===== config.mk =====
export PLATFORM = sky130hd
export DESIGN_NAME = wb_port_arbiter_flat
export DESIGN_NICKNAME = d
export VERILOG_FILES = /design/src/rtl/wb_port_arbiter_if.sv /design/src/rtl/wb_port_arbiter.sv /design/src/flat_wrapper.sv
export SDC_FILE = /design/constraint.sdc
export NUM_CORES = 1
export LEC_CHECK = 0
export BUFFER_PORTS_ARGS = -buffer_cell sky130_fd_sc_hd__buf_2
export CORE_MARGIN = 10
export CORE_UTILIZATION = 57
export DETAILED_ROUTE_END_ITERATION = 16
export GPL_TIMING_DRIVEN = 0
export PLACE_DENSITY = 0.88
export SLEW_MARGIN = 0
export SYNTH_ARGS = -nofsm -noshare
export SYNTH_HDL_FRONTEND = slang
export SYNTH_SLANG_ARGS = --single-unit

===== constraint.sdc =====
create_clock -name clk -period 6.7 [get_ports clk]
set_clock_uncertainty 0.1 [all_clocks]
set_input_delay 1.005 -clock clk [delete_from_list [all_inputs] [get_ports clk]]
set_output_delay 1.005 -clock clk [all_outputs]
set_load 0.02 [all_outputs]

===== src/rtl/wb_port_arbiter_if.sv =====
// Bundle of the writeback, long-latency result, register-file write port and
// hazard-lookup signals shared between the pipeline side and the arbiter.
interface wb_port_arbiter_if;
   localparam int unsigned REG_W  = 5;
   localparam int unsigned DATA_W = 32;

   // Pipeline writeback request
   logic              RegWriteW;
   logic [REG_W-1:0]  WriteRegW;
   logic [DATA_W-1:0] ResultW;

   // Long-latency unit result
   logic              LongValid;
   logic [REG_W-1:0]  LongReg;
   logic [DATA_W-1:0] LongData;
   logic              LongReady;

   // Register-file write port
   logic              RegWriteRF;
   logic [REG_W-1:0]  WriteRegRF;
   logic [DATA_W-1:0] WriteDataRF;

   // Hazard-unit lookups and stall request
   logic [REG_W-1:0]  QueryRegA;
   logic [REG_W-1:0]  QueryRegB;
   logic              PendA;
   logic              PendB;
   logic              StallOut;

   // Pipeline / hazard side: drives requests, observes the arbiter
   modport master (
      output RegWriteW, WriteRegW, ResultW,
      output LongValid, LongReg, LongData,
      output QueryRegA, QueryRegB,
      input  LongReady,
      input  RegWriteRF, WriteRegRF, WriteDataRF,
      input  PendA, PendB, StallOut
   );

   // Arbiter side
   modport slave (
      input  RegWriteW, WriteRegW, ResultW,
      input  LongValid, LongReg, LongData,
      input  QueryRegA, QueryRegB,
      output LongReady,
      output RegWriteRF, WriteRegRF, WriteDataRF,
      output PendA, PendB, StallOut
   );
endinterface


===== src/rtl/wb_port_arbiter.sv =====
// Register-file write-port arbiter: pipeline writeback always wins, long-latency
// results wait in a small FIFO and drain into idle writeback slots. Provides
// pending-register lookups and a stall request that prevents FIFO starvation.
module wb_port_arbiter #(
   parameter int unsigned DEPTH        = 2,
   parameter int unsigned STARVE_LIMIT = 4
) (
   input  logic             clk,
   input  logic             reset,
   wb_port_arbiter_if.slave bus
);
   localparam int unsigned REG_W    = 5;
   localparam int unsigned DATA_W   = 32;
   localparam int unsigned PTR_W    = (DEPTH > 1) ? $clog2(DEPTH) : 1;
   localparam int unsigned CNT_W    = $clog2(DEPTH + 1);
   localparam int unsigned STARVE_W = 4;

   localparam logic [CNT_W-1:0]    FULL_CNT   = CNT_W'(DEPTH);
   localparam logic [STARVE_W-1:0] STARVE_MAX = STARVE_W'(STARVE_LIMIT);

   // FIFO storage (no reset: validity is carried by count and read pointer)
   logic [REG_W-1:0]    r_mem_reg  [DEPTH];
   logic [DATA_W-1:0]   r_mem_data [DEPTH];

   // FIFO control and starvation tracking
   logic [PTR_W-1:0]    r_rd_ptr;
   logic [PTR_W-1:0]    r_wr_ptr;
   logic [CNT_W-1:0]    r_count;
   logic [STARVE_W-1:0] r_starve;

   logic                w_empty;
   logic                w_full;
   logic                w_long_ready;
   logic                w_long_nonzero;
   logic                w_pop;
   logic                w_bypass;
   logic                w_push;
   logic                w_wen;
   logic [REG_W-1:0]    w_wreg;
   logic [DATA_W-1:0]   w_wdata;
   logic [CNT_W-1:0]    w_count_nxt;
   logic [STARVE_W-1:0] w_starve_nxt;
   logic [DEPTH-1:0]    w_entry_valid;
   logic [DEPTH-1:0]    w_hit_a;
   logic [DEPTH-1:0]    w_hit_b;

   assign w_empty        = (r_count == '0);
   assign w_full         = (r_count == FULL_CNT);
   assign w_long_nonzero = (bus.LongReg != '0);

   // Acceptance only looks at registered occupancy, never at a same-cycle pop
   assign w_long_ready = ~reset & ~w_full;

   // Write-port select: pipeline, then FIFO head, then same-cycle bypass
   always_comb begin
      w_wen    = 1'b0;
      w_wreg   = '0;
      w_wdata  = '0;
      w_pop    = 1'b0;
      w_bypass = 1'b0;
      if (!reset) begin
         if (bus.RegWriteW) begin
            w_wen   = 1'b1;
            w_wreg  = bus.WriteRegW;
            w_wdata = bus.ResultW;
         end else if (!w_empty) begin
            w_wen   = 1'b1;
            w_wreg  = r_mem_reg[r_rd_ptr];
            w_wdata = r_mem_data[r_rd_ptr];
            w_pop   = 1'b1;
         end else if (bus.LongValid && w_long_nonzero) begin
            w_wen    = 1'b1;
            w_wreg   = bus.LongReg;
            w_wdata  = bus.LongData;
            w_bypass = 1'b1;
         end
      end
   end

   // Results to $0 are accepted but never stored; bypassed results skip the FIFO
   assign w_push = w_long_ready & bus.LongValid & w_long_nonzero & ~w_bypass;

   // Occupancy next value; simultaneous push and pop cancel
   always_comb begin
      w_count_nxt = r_count;
      case ({w_push, w_pop})
         2'b10:   w_count_nxt = r_count + CNT_W'(1);
         2'b01:   w_count_nxt = r_count - CNT_W'(1);
         default: w_count_nxt = r_count;
      endcase
   end

   // Starvation counter: counts edges where the pipeline blocks a waiting entry
   always_comb begin
      w_starve_nxt = r_starve;
      if (w_pop || w_empty) begin
         w_starve_nxt = '0;
      end else if (bus.RegWriteW && (r_starve != STARVE_MAX)) begin
         w_starve_nxt = r_starve + STARVE_W'(1);
      end
   end

   // FIFO control state and starvation counter registers
   always_ff @(posedge clk or posedge reset) begin
      if (reset) begin
         r_rd_ptr <= '0;
         r_wr_ptr <= '0;
         r_count  <= '0;
         r_starve <= '0;
      end else begin
         if (w_push) begin
            r_wr_ptr <= r_wr_ptr + PTR_W'(1);
         end
         if (w_pop) begin
            r_rd_ptr <= r_rd_ptr + PTR_W'(1);
         end
         r_count  <= w_count_nxt;
         r_starve <= w_starve_nxt;
      end
   end

   // FIFO payload write
   always_ff @(posedge clk) begin
      if (w_push) begin
         r_mem_reg[r_wr_ptr]  <= bus.LongReg;
         r_mem_data[r_wr_ptr] <= bus.LongData;
      end
   end

   // Per-entry validity (age from the head below count) and lookup matches;
   // the head being written this cycle still counts as pending
   for (genvar g = 0; g < DEPTH; g++) begin : g_entry
      logic [PTR_W-1:0] w_age;
      assign w_age            = PTR_W'(g) - r_rd_ptr;
      assign w_entry_valid[g] = (CNT_W'(w_age) < r_count);
      assign w_hit_a[g]       = w_entry_valid[g] & (r_mem_reg[g] == bus.QueryRegA);
      assign w_hit_b[g]       = w_entry_valid[g] & (r_mem_reg[g] == bus.QueryRegB);
   end

   assign bus.PendA = ~reset & (bus.QueryRegA != '0) & (|w_hit_a);
   assign bus.PendB = ~reset & (bus.QueryRegB != '0) & (|w_hit_b);

   // Stall request derived from registered state only
   assign bus.StallOut = ~reset & ((r_starve == STARVE_MAX) | w_full);

   assign bus.LongReady   = w_long_ready;
   assign bus.RegWriteRF  = w_wen;
   assign bus.WriteRegRF  = w_wreg;
   assign bus.WriteDataRF = w_wdata;

endmodule


===== src/flat_wrapper.sv =====
// flat-port wrapper written by rule: the top's interface ports become plain ports
module wb_port_arbiter_flat 
#(
   parameter int unsigned DEPTH        = 2,
   parameter int unsigned STARVE_LIMIT = 4
)
  (clk, reset, bus_RegWriteW, bus_WriteRegW, bus_ResultW, bus_LongValid, bus_LongReg, bus_LongData, bus_QueryRegA, bus_QueryRegB, bus_LongReady, bus_RegWriteRF, bus_WriteRegRF, bus_WriteDataRF, bus_PendA, bus_PendB, bus_StallOut);
  wb_port_arbiter_if bus_i ();
  input  logic clk;
  input  logic reset;
  input wire logic [$bits(bus_i.RegWriteW)-1:0] bus_RegWriteW;
  input wire logic [$bits(bus_i.WriteRegW)-1:0] bus_WriteRegW;
  input wire logic [$bits(bus_i.ResultW)-1:0] bus_ResultW;
  input wire logic [$bits(bus_i.LongValid)-1:0] bus_LongValid;
  input wire logic [$bits(bus_i.LongReg)-1:0] bus_LongReg;
  input wire logic [$bits(bus_i.LongData)-1:0] bus_LongData;
  input wire logic [$bits(bus_i.QueryRegA)-1:0] bus_QueryRegA;
  input wire logic [$bits(bus_i.QueryRegB)-1:0] bus_QueryRegB;
  output wire logic [$bits(bus_i.LongReady)-1:0] bus_LongReady;
  output wire logic [$bits(bus_i.RegWriteRF)-1:0] bus_RegWriteRF;
  output wire logic [$bits(bus_i.WriteRegRF)-1:0] bus_WriteRegRF;
  output wire logic [$bits(bus_i.WriteDataRF)-1:0] bus_WriteDataRF;
  output wire logic [$bits(bus_i.PendA)-1:0] bus_PendA;
  output wire logic [$bits(bus_i.PendB)-1:0] bus_PendB;
  output wire logic [$bits(bus_i.StallOut)-1:0] bus_StallOut;
  assign bus_i.RegWriteW = bus_RegWriteW;
  assign bus_i.WriteRegW = bus_WriteRegW;
  assign bus_i.ResultW = bus_ResultW;
  assign bus_i.LongValid = bus_LongValid;
  assign bus_i.LongReg = bus_LongReg;
  assign bus_i.LongData = bus_LongData;
  assign bus_i.QueryRegA = bus_QueryRegA;
  assign bus_i.QueryRegB = bus_QueryRegB;
  assign bus_LongReady = bus_i.LongReady;
  assign bus_RegWriteRF = bus_i.RegWriteRF;
  assign bus_WriteRegRF = bus_i.WriteRegRF;
  assign bus_WriteDataRF = bus_i.WriteDataRF;
  assign bus_PendA = bus_i.PendA;
  assign bus_PendB = bus_i.PendB;
  assign bus_StallOut = bus_i.StallOut;
  wb_port_arbiter #(.DEPTH(DEPTH), .STARVE_LIMIT(STARVE_LIMIT)) u_core (.clk(clk), .reset(reset), .bus(bus_i));
endmodule

==> After elaboration in Yosys (flattened, before gate mapping) <==
Memories as Yosys holds them, arrays and structs flattened.
Index checks and enable logic that the tools add are counted.
{ "word_totals": {"ff_bits": 8, "mem_bits_rw": 74, "in_bits": 88, "out_inout_bits": 42, "wordCells": 75, "mem_count": 2} }
{ "memory_table": {"columns": ["name", "depth", "width", "read_ports", "rd_clocked_by_memory_dff", "write_ports", "line_no", "text"], "rows": [
  ["u_core.r_mem_data", 2, 32, 1, 0, 1, "wb_port_arbiter.sv:23", "logic [DATA_W-1:0] r_mem_data [DEPTH];"],
  ["u_core.r_mem_reg", 2, 5, 3, 0, 1, "wb_port_arbiter.sv:22", "logic [REG_W-1:0] r_mem_reg [DEPTH];"]
]} }
{ "op_classes": {"addsub": 7, "magnitude_cmp": 2, "eq_ne": 9, "mux": 23, "bitwise": 17, "n_reduce_logical": 11} }
{ "ops": {"columns": ["op", "n"], "rows": [
  ["two-way mux 32 bit", 4],
  ["equality test 5 bit", 4],
  ["two-way mux 5 bit", 4],
  ["nonzero test 5 bit", 3],
  ["bitwise AND 1 bit", 13],
  ["two-way mux 1 bit", 12],
  ["two-way mux 4 bit", 2],
  ["adder 4 x 1 -> 4 bit (second input constant)", 1],
  ["equality test 2 bit (second input constant)", 2],
  ["equality test 4 x 3 -> 1 bit (second input constant)", 1],
  ["less-than comparator 1 x 2 -> 1 bit", 2],
  ["!= test 4 x 3 -> 1 bit (second input constant)", 1],
  ["case mux 2 bit (2 select lines)", 1],
  ["nonzero test 2 bit", 2],
  ["OR reduction 2 bit", 2],
  ["NOT 1 bit", 3],
  ["adder 1 bit (second input constant)", 2],
  ["adder 2 x 1 -> 2 bit (second input constant)", 1],
  ["equality test 2 x 1 -> 1 bit (second input constant)", 1],
  ["logical AND 1 bit", 2],
  ["logical NOT 2 bit", 1],
  ["subtractor 1 bit (first input constant)", 2],
  ["subtractor 2 x 1 -> 2 bit (second input constant)", 1],
  ["logical OR 1 bit", 1],
  ["bitwise OR 1 bit", 1]
]} }

==> Depth between registers and ports, before layout <==
{ "logic_depth": {"ltp_word": 10, "ltp_mapped": 8, "depth_no_buf": 7} }

==> Worst setup path before layout <==
No wires, ideal clock.
{ "synth_path": {"path_kind": "input -> register", "startpoint": "in reset", "endpoint": "mem u_core.r_mem_data[0][0], enable pin", "setup_ps": 431, "arrival_ps": 3477, "required_ps": 6169, "setup_slack_ps": 2692, "path_stages": 4, "n_path_buf": 1, "cell_sequence": "clkbuf_1 -> a21oi_1 -> o2111ai_1 -> nor2_1"} }
{ "synth_via": {"elab_chain_cells": 7, "word_cells_on_any_way": 9, "classes_between": "mux: 3; bitwise: 6"} }
{ "synth_rtl": {"columns": ["item", "line_no", "text"], "rows": [
  ["start, declared", "flat_wrapper.sv:10", "input logic reset;"],
  ["NOT 1 bit", "wb_port_arbiter.sv:52", "assign w_long_ready = ~reset & ~w_full;"],
  ["bitwise AND 1 bit", "wb_port_arbiter.sv:52", null],
  ["via bus_LongReady", "flat_wrapper.sv:19", "output wire logic [$bits(bus_i.LongReady)-1:0] bus_LongReady;"],
  ["bitwise AND 1 bit (3 in a row)", "wb_port_arbiter.sv:81", "assign w_push = w_long_ready & bus.LongValid & w_long_nonzero & ~w_bypass;"],
  ["two-way mux 1 bit", "wb_port_arbiter.sv:124", "if (w_push) begin"],
  ["two-way mux 1 bit (implied by the code)", "wb_port_arbiter.sv:126", "r_mem_data[r_wr_ptr] <= bus.LongData;"],
  ["end, declared", "wb_port_arbiter.sv:23", null]
]} }
The timed path passes the listed nets, and every way through them passes these cells.

==> Final worst setup path <==
{ "layout_path": {"startpoint": "in reset", "endpoint": "out bus_PendB"} }
{ "layout_via": {"elab_chain_cells": 3} }
{ "layout_rtl": {"columns": ["item", "line_no", "text"], "rows": [
  ["NOT 1 bit", "wb_port_arbiter.sv:141", "assign bus.PendB = ~reset & (bus.QueryRegB != '0) & (|w_hit_b);"],
  ["bitwise AND 1 bit (2 in a row)", "wb_port_arbiter.sv:141", null],
  ["end, declared", "flat_wrapper.sv:24", "output wire logic [$bits(bus_i.PendB)-1:0] bus_PendB;"]
]} }
No other way between the ends.

==> run_results.csv <==
group,metric,value,unit
status,status,"finished clean",
synth,netlist_instances,345,
placed_design,postPlaceCellArea,5490,um2
power_and_ir_drop,p_leak,2.18,nW
clock_network,clk_path_buf_depth,2,
sta,finalMaxSlewViolations,0,
synth,synth_edf_count,74,
grt,grt_antenna_before_repair,1,
clock_network,cts_hold_buf,0,
power_and_ir_drop,powerDensity,315,nW/um2
final_layout,largest_reg_flops,64,
sta,setup_tns,0,ns
critical_path,crit_end,"bus_PendB",
synth,ys_seq_area_frac,0.518,
floorplanning,initial_core_util,0.596,
detailed_routing,finalWirelength,11.8,mm
power_and_ir_drop,p_sw_frac,0.365,
sta,max-slew-margin-rel,0.504,
detailed_routing,drt-initial-drc-count,168,
final_layout,final_util,0.723,
synth,synth_common_cells,"edfxtp_1, mux2_2, nor2b_1",
synth,synth_top_cell_area_share,0.475,
synth,synth-seq-cells,82,
synth,syn_avg_cell_area,13.5,um2
sta,finalHoldViolations,0,
clock_network,clock_sinks,82,
sta,max_freq,270,MHz
placed_design,pre_cts_ws,2.96,ns
critical_path,crit_fanout,10,
grt,grt_remaining_overflow,0,
final_layout,area_growth_syn_to_layout,21.3,%
critical_path,crit-reg2reg-capture,"u_core.r_mem_data[0][17]$_DFFE_PP_",
floorplanning,die_h,111,um
critical_path,reg2reg_depth,5,
final_layout,n_fill_cell,553,
clock_network,worstSkewPairLatency,0.34,ns
floorplanning,die_area,12200,um2
grt,grt_util_all_layers,0.185,
synth,async_flop_share,0.0976,
grt,grt_pass1_wl,18.8,mm
clock_network,cts_resized,0,
critical_path,endpoint_kind,"output port",
final_layout,drive_gt1_frac,0.519,
sta,rsz0062_at_grt,"no",
final_layout,nets,575,
critical_path,crit_arrival,2.60,ns
clock_network,cts_tree,"yes",
synth,yosysTopAreaCell,"edfxtp_1",
detailed_routing,route.detailed.drc,0,
critical_path,reg2reg_from,"u_core.r_count[0]$_DFFE_PP0P_",
detailed_routing,first_pass_iters,5,
sta,timing.final.crit_share,0.553,
synth,syn_area,4670,um2
synth,syn-num-nets,436,
power_and_ir_drop,switching_power,0.000654,W
synth,synth.most_common_cell,"edfxtp_1",
power_and_ir_drop,p_seq_frac,0.378,
detailed_routing,ant_nets,0,
sta,setup_violations,0,
clock_network,htreeDepth,3,
final_layout,antenna_cells,0,
clock_network,cts_buffers,9,
detailed_routing,via_per_inst,5.85,
placed_design,io_buffers,126,
detailed_routing,wl_per_cell,19.9,um
grt,grt_max_degree,31,
synth,synth_cell_types,34,
critical_path,crit_start,"reset",
placed_design,place_hpwl,8.81,mm
detailed_routing,vias,3456,
synth,synth_ff_type,"edfxtp_1",
floorplanning,fp-row-count,32,
hold_path,hp-class,"flip-flop to flip-flop",
floorplanning,ios,130,
grt,grt_pass1_vias,3683,
clock_network,cts_setup_buffers,0,
sta,worstMarginPinSlew,0.744,ns
synth,synth_area_leaders,"edfxtp_1, a221oi_2, mux2_2",
placed_design,place_congestion,0.905,
power_and_ir_drop,ir_drop,165,uV
clock_network,clk_pin_slew,0.08,ns
sta,timing.final.ws_setup,2.99,ns
power_and_ir_drop,intPower,0.00114,W
critical_path,reg2reg_slack,4.34,ns
clock_network,cts-root-buf,"clkbuf_8",
critical_path,required,5.59,ns
synth,ys_warn_count,0,
floorplanning,die_x,111,um
run,drv_cap,0,
power_and_ir_drop,power_frac_comb,0.432,
critical_path,startpoint_type,"primary input",
final_layout,post-route-cell-area,5670,um2
floorplanning,coreArea,7850,um2
sta,post-route-min-period,3.71,ns
critical_path,critical_path_class,"primary input to output port",
power_and_ir_drop,pwr-share-clk,0.189,
## logic make-up (layout without fill, tap and decap cells)
logic type	after synthesis	in the layout	share of synthesized area
flip-flops	82	82	0.518
multiplexers	37	37	0.0889
XOR/XNOR	28	28	0.0525
adder cells (fa/ha/maj)	3	3	0.00803
AND/OR/NAND/NOR	101	101	0.146
buffers and inverters	38	182	0.0498
AO/OA/AOI/OAI	56	56	0.136
## power groups by stage
stage	logic, W	clock network, W	registers (W)
2_1_floorplan	0.000571	0	0.000678
3_3_place_gp	0.000739	0	0.000686
3_5_place_dp	0.000776	0	0.000687
4_1_cts	0.000779	0.000341	0.000676
5_1_grt	0.000833	0.000365	0.000683
6_report	0.000773	0.000339	0.000676
## layer usage
layer,up-vias,wire (um),global-route usage
met5,-,13,0
li1,1607,-,-
met3,14,727,0.0508
met2,128,6080,0.326
met1,1705,4830,0.215
met4,2,130,0.0458
## placed cells by master, fill, tap and decap left out, drive strengths merged, types with 10 or more instances in the layout
cell type / Yosys / final
nor3: 34 / 34
nor2: 11 / 11
mux2: 36 / 36
clkbuf: 19 / 28
buf: 9 / 137
nor2b: 32 / 32
xor2: 18 / 18
edfxtp: 74 / 74
inv: 10 / 10
nand2: 10 / 10
a221oi: 36 / 36
xnor2: 10 / 10
## stage by stage
step / total power (W) / std cells / hold WS, ns
after floorplan: 0.00125 / 345 / 0.368
after global placement: 0.00142 / 573 / 0.382
after detailed placement: 0.00146 / 575 / 0.428
after CTS: 0.00180 / 591 / 0.447
after global routing: 0.00188 / 591 / 0.484
final: 0.00179 / 591 / 0.455
## layout make-up
type / instances / area, um2 / share of cell area
flip-flops and latches: 82 / 2420 / 0.427
plain buffers: 28 / 195 / 0.0344
inverters: 10 / 37.5 / 0.00662
repair buffers: 128 / 671 / 0.118
multi-input cells: 225 / 2030 / 0.359
clock buffers: 9 / 124 / 0.0218
clock inverters: 7 / 60.1 / 0.0106
well taps: 102 / 128 / 0.0225
## worst min path at each step
| stage | start | depth (start not counted) | slack (ns) | to |
|---|---|---|---|---|
| 2_1_floorplan | u_core.r_wr_ptr$_DFFE_PP0P_ | 1 | 0.37 | u_core.r_wr_ptr$_DFFE_PP0P_ |
| 3_3_place_gp | u_core.r_wr_ptr$_DFFE_PP0P_ | 1 | 0.38 | u_core.r_wr_ptr$_DFFE_PP0P_ |
| 3_5_place_dp | u_core.r_starve[3]$_DFFE_PP0P_ | 2 | 0.43 | u_core.r_starve[3]$_DFFE_PP0P_ |
| 4_1_cts | u_core.r_starve[3]$_DFFE_PP0P_ | 2 | 0.45 | u_core.r_starve[3]$_DFFE_PP0P_ |
| 5_1_grt | u_core.r_wr_ptr$_DFFE_PP0P_ | 1 | 0.48 | u_core.r_wr_ptr$_DFFE_PP0P_ |
| 6_report | u_core.r_starve[3]$_DFFE_PP0P_ | 2 | 0.45 | u_core.r_starve[3]$_DFFE_PP0P_ |
## critical path, stage by stage
cell	delay, ns
clkbuf_1	0.33
clkbuf_1	0.50
inv_1	0.37
o21ai_0	0.17
a21oi_1	0.06
buf_2	0.16
Note: power is estimated with default switching activity, not from simulation.
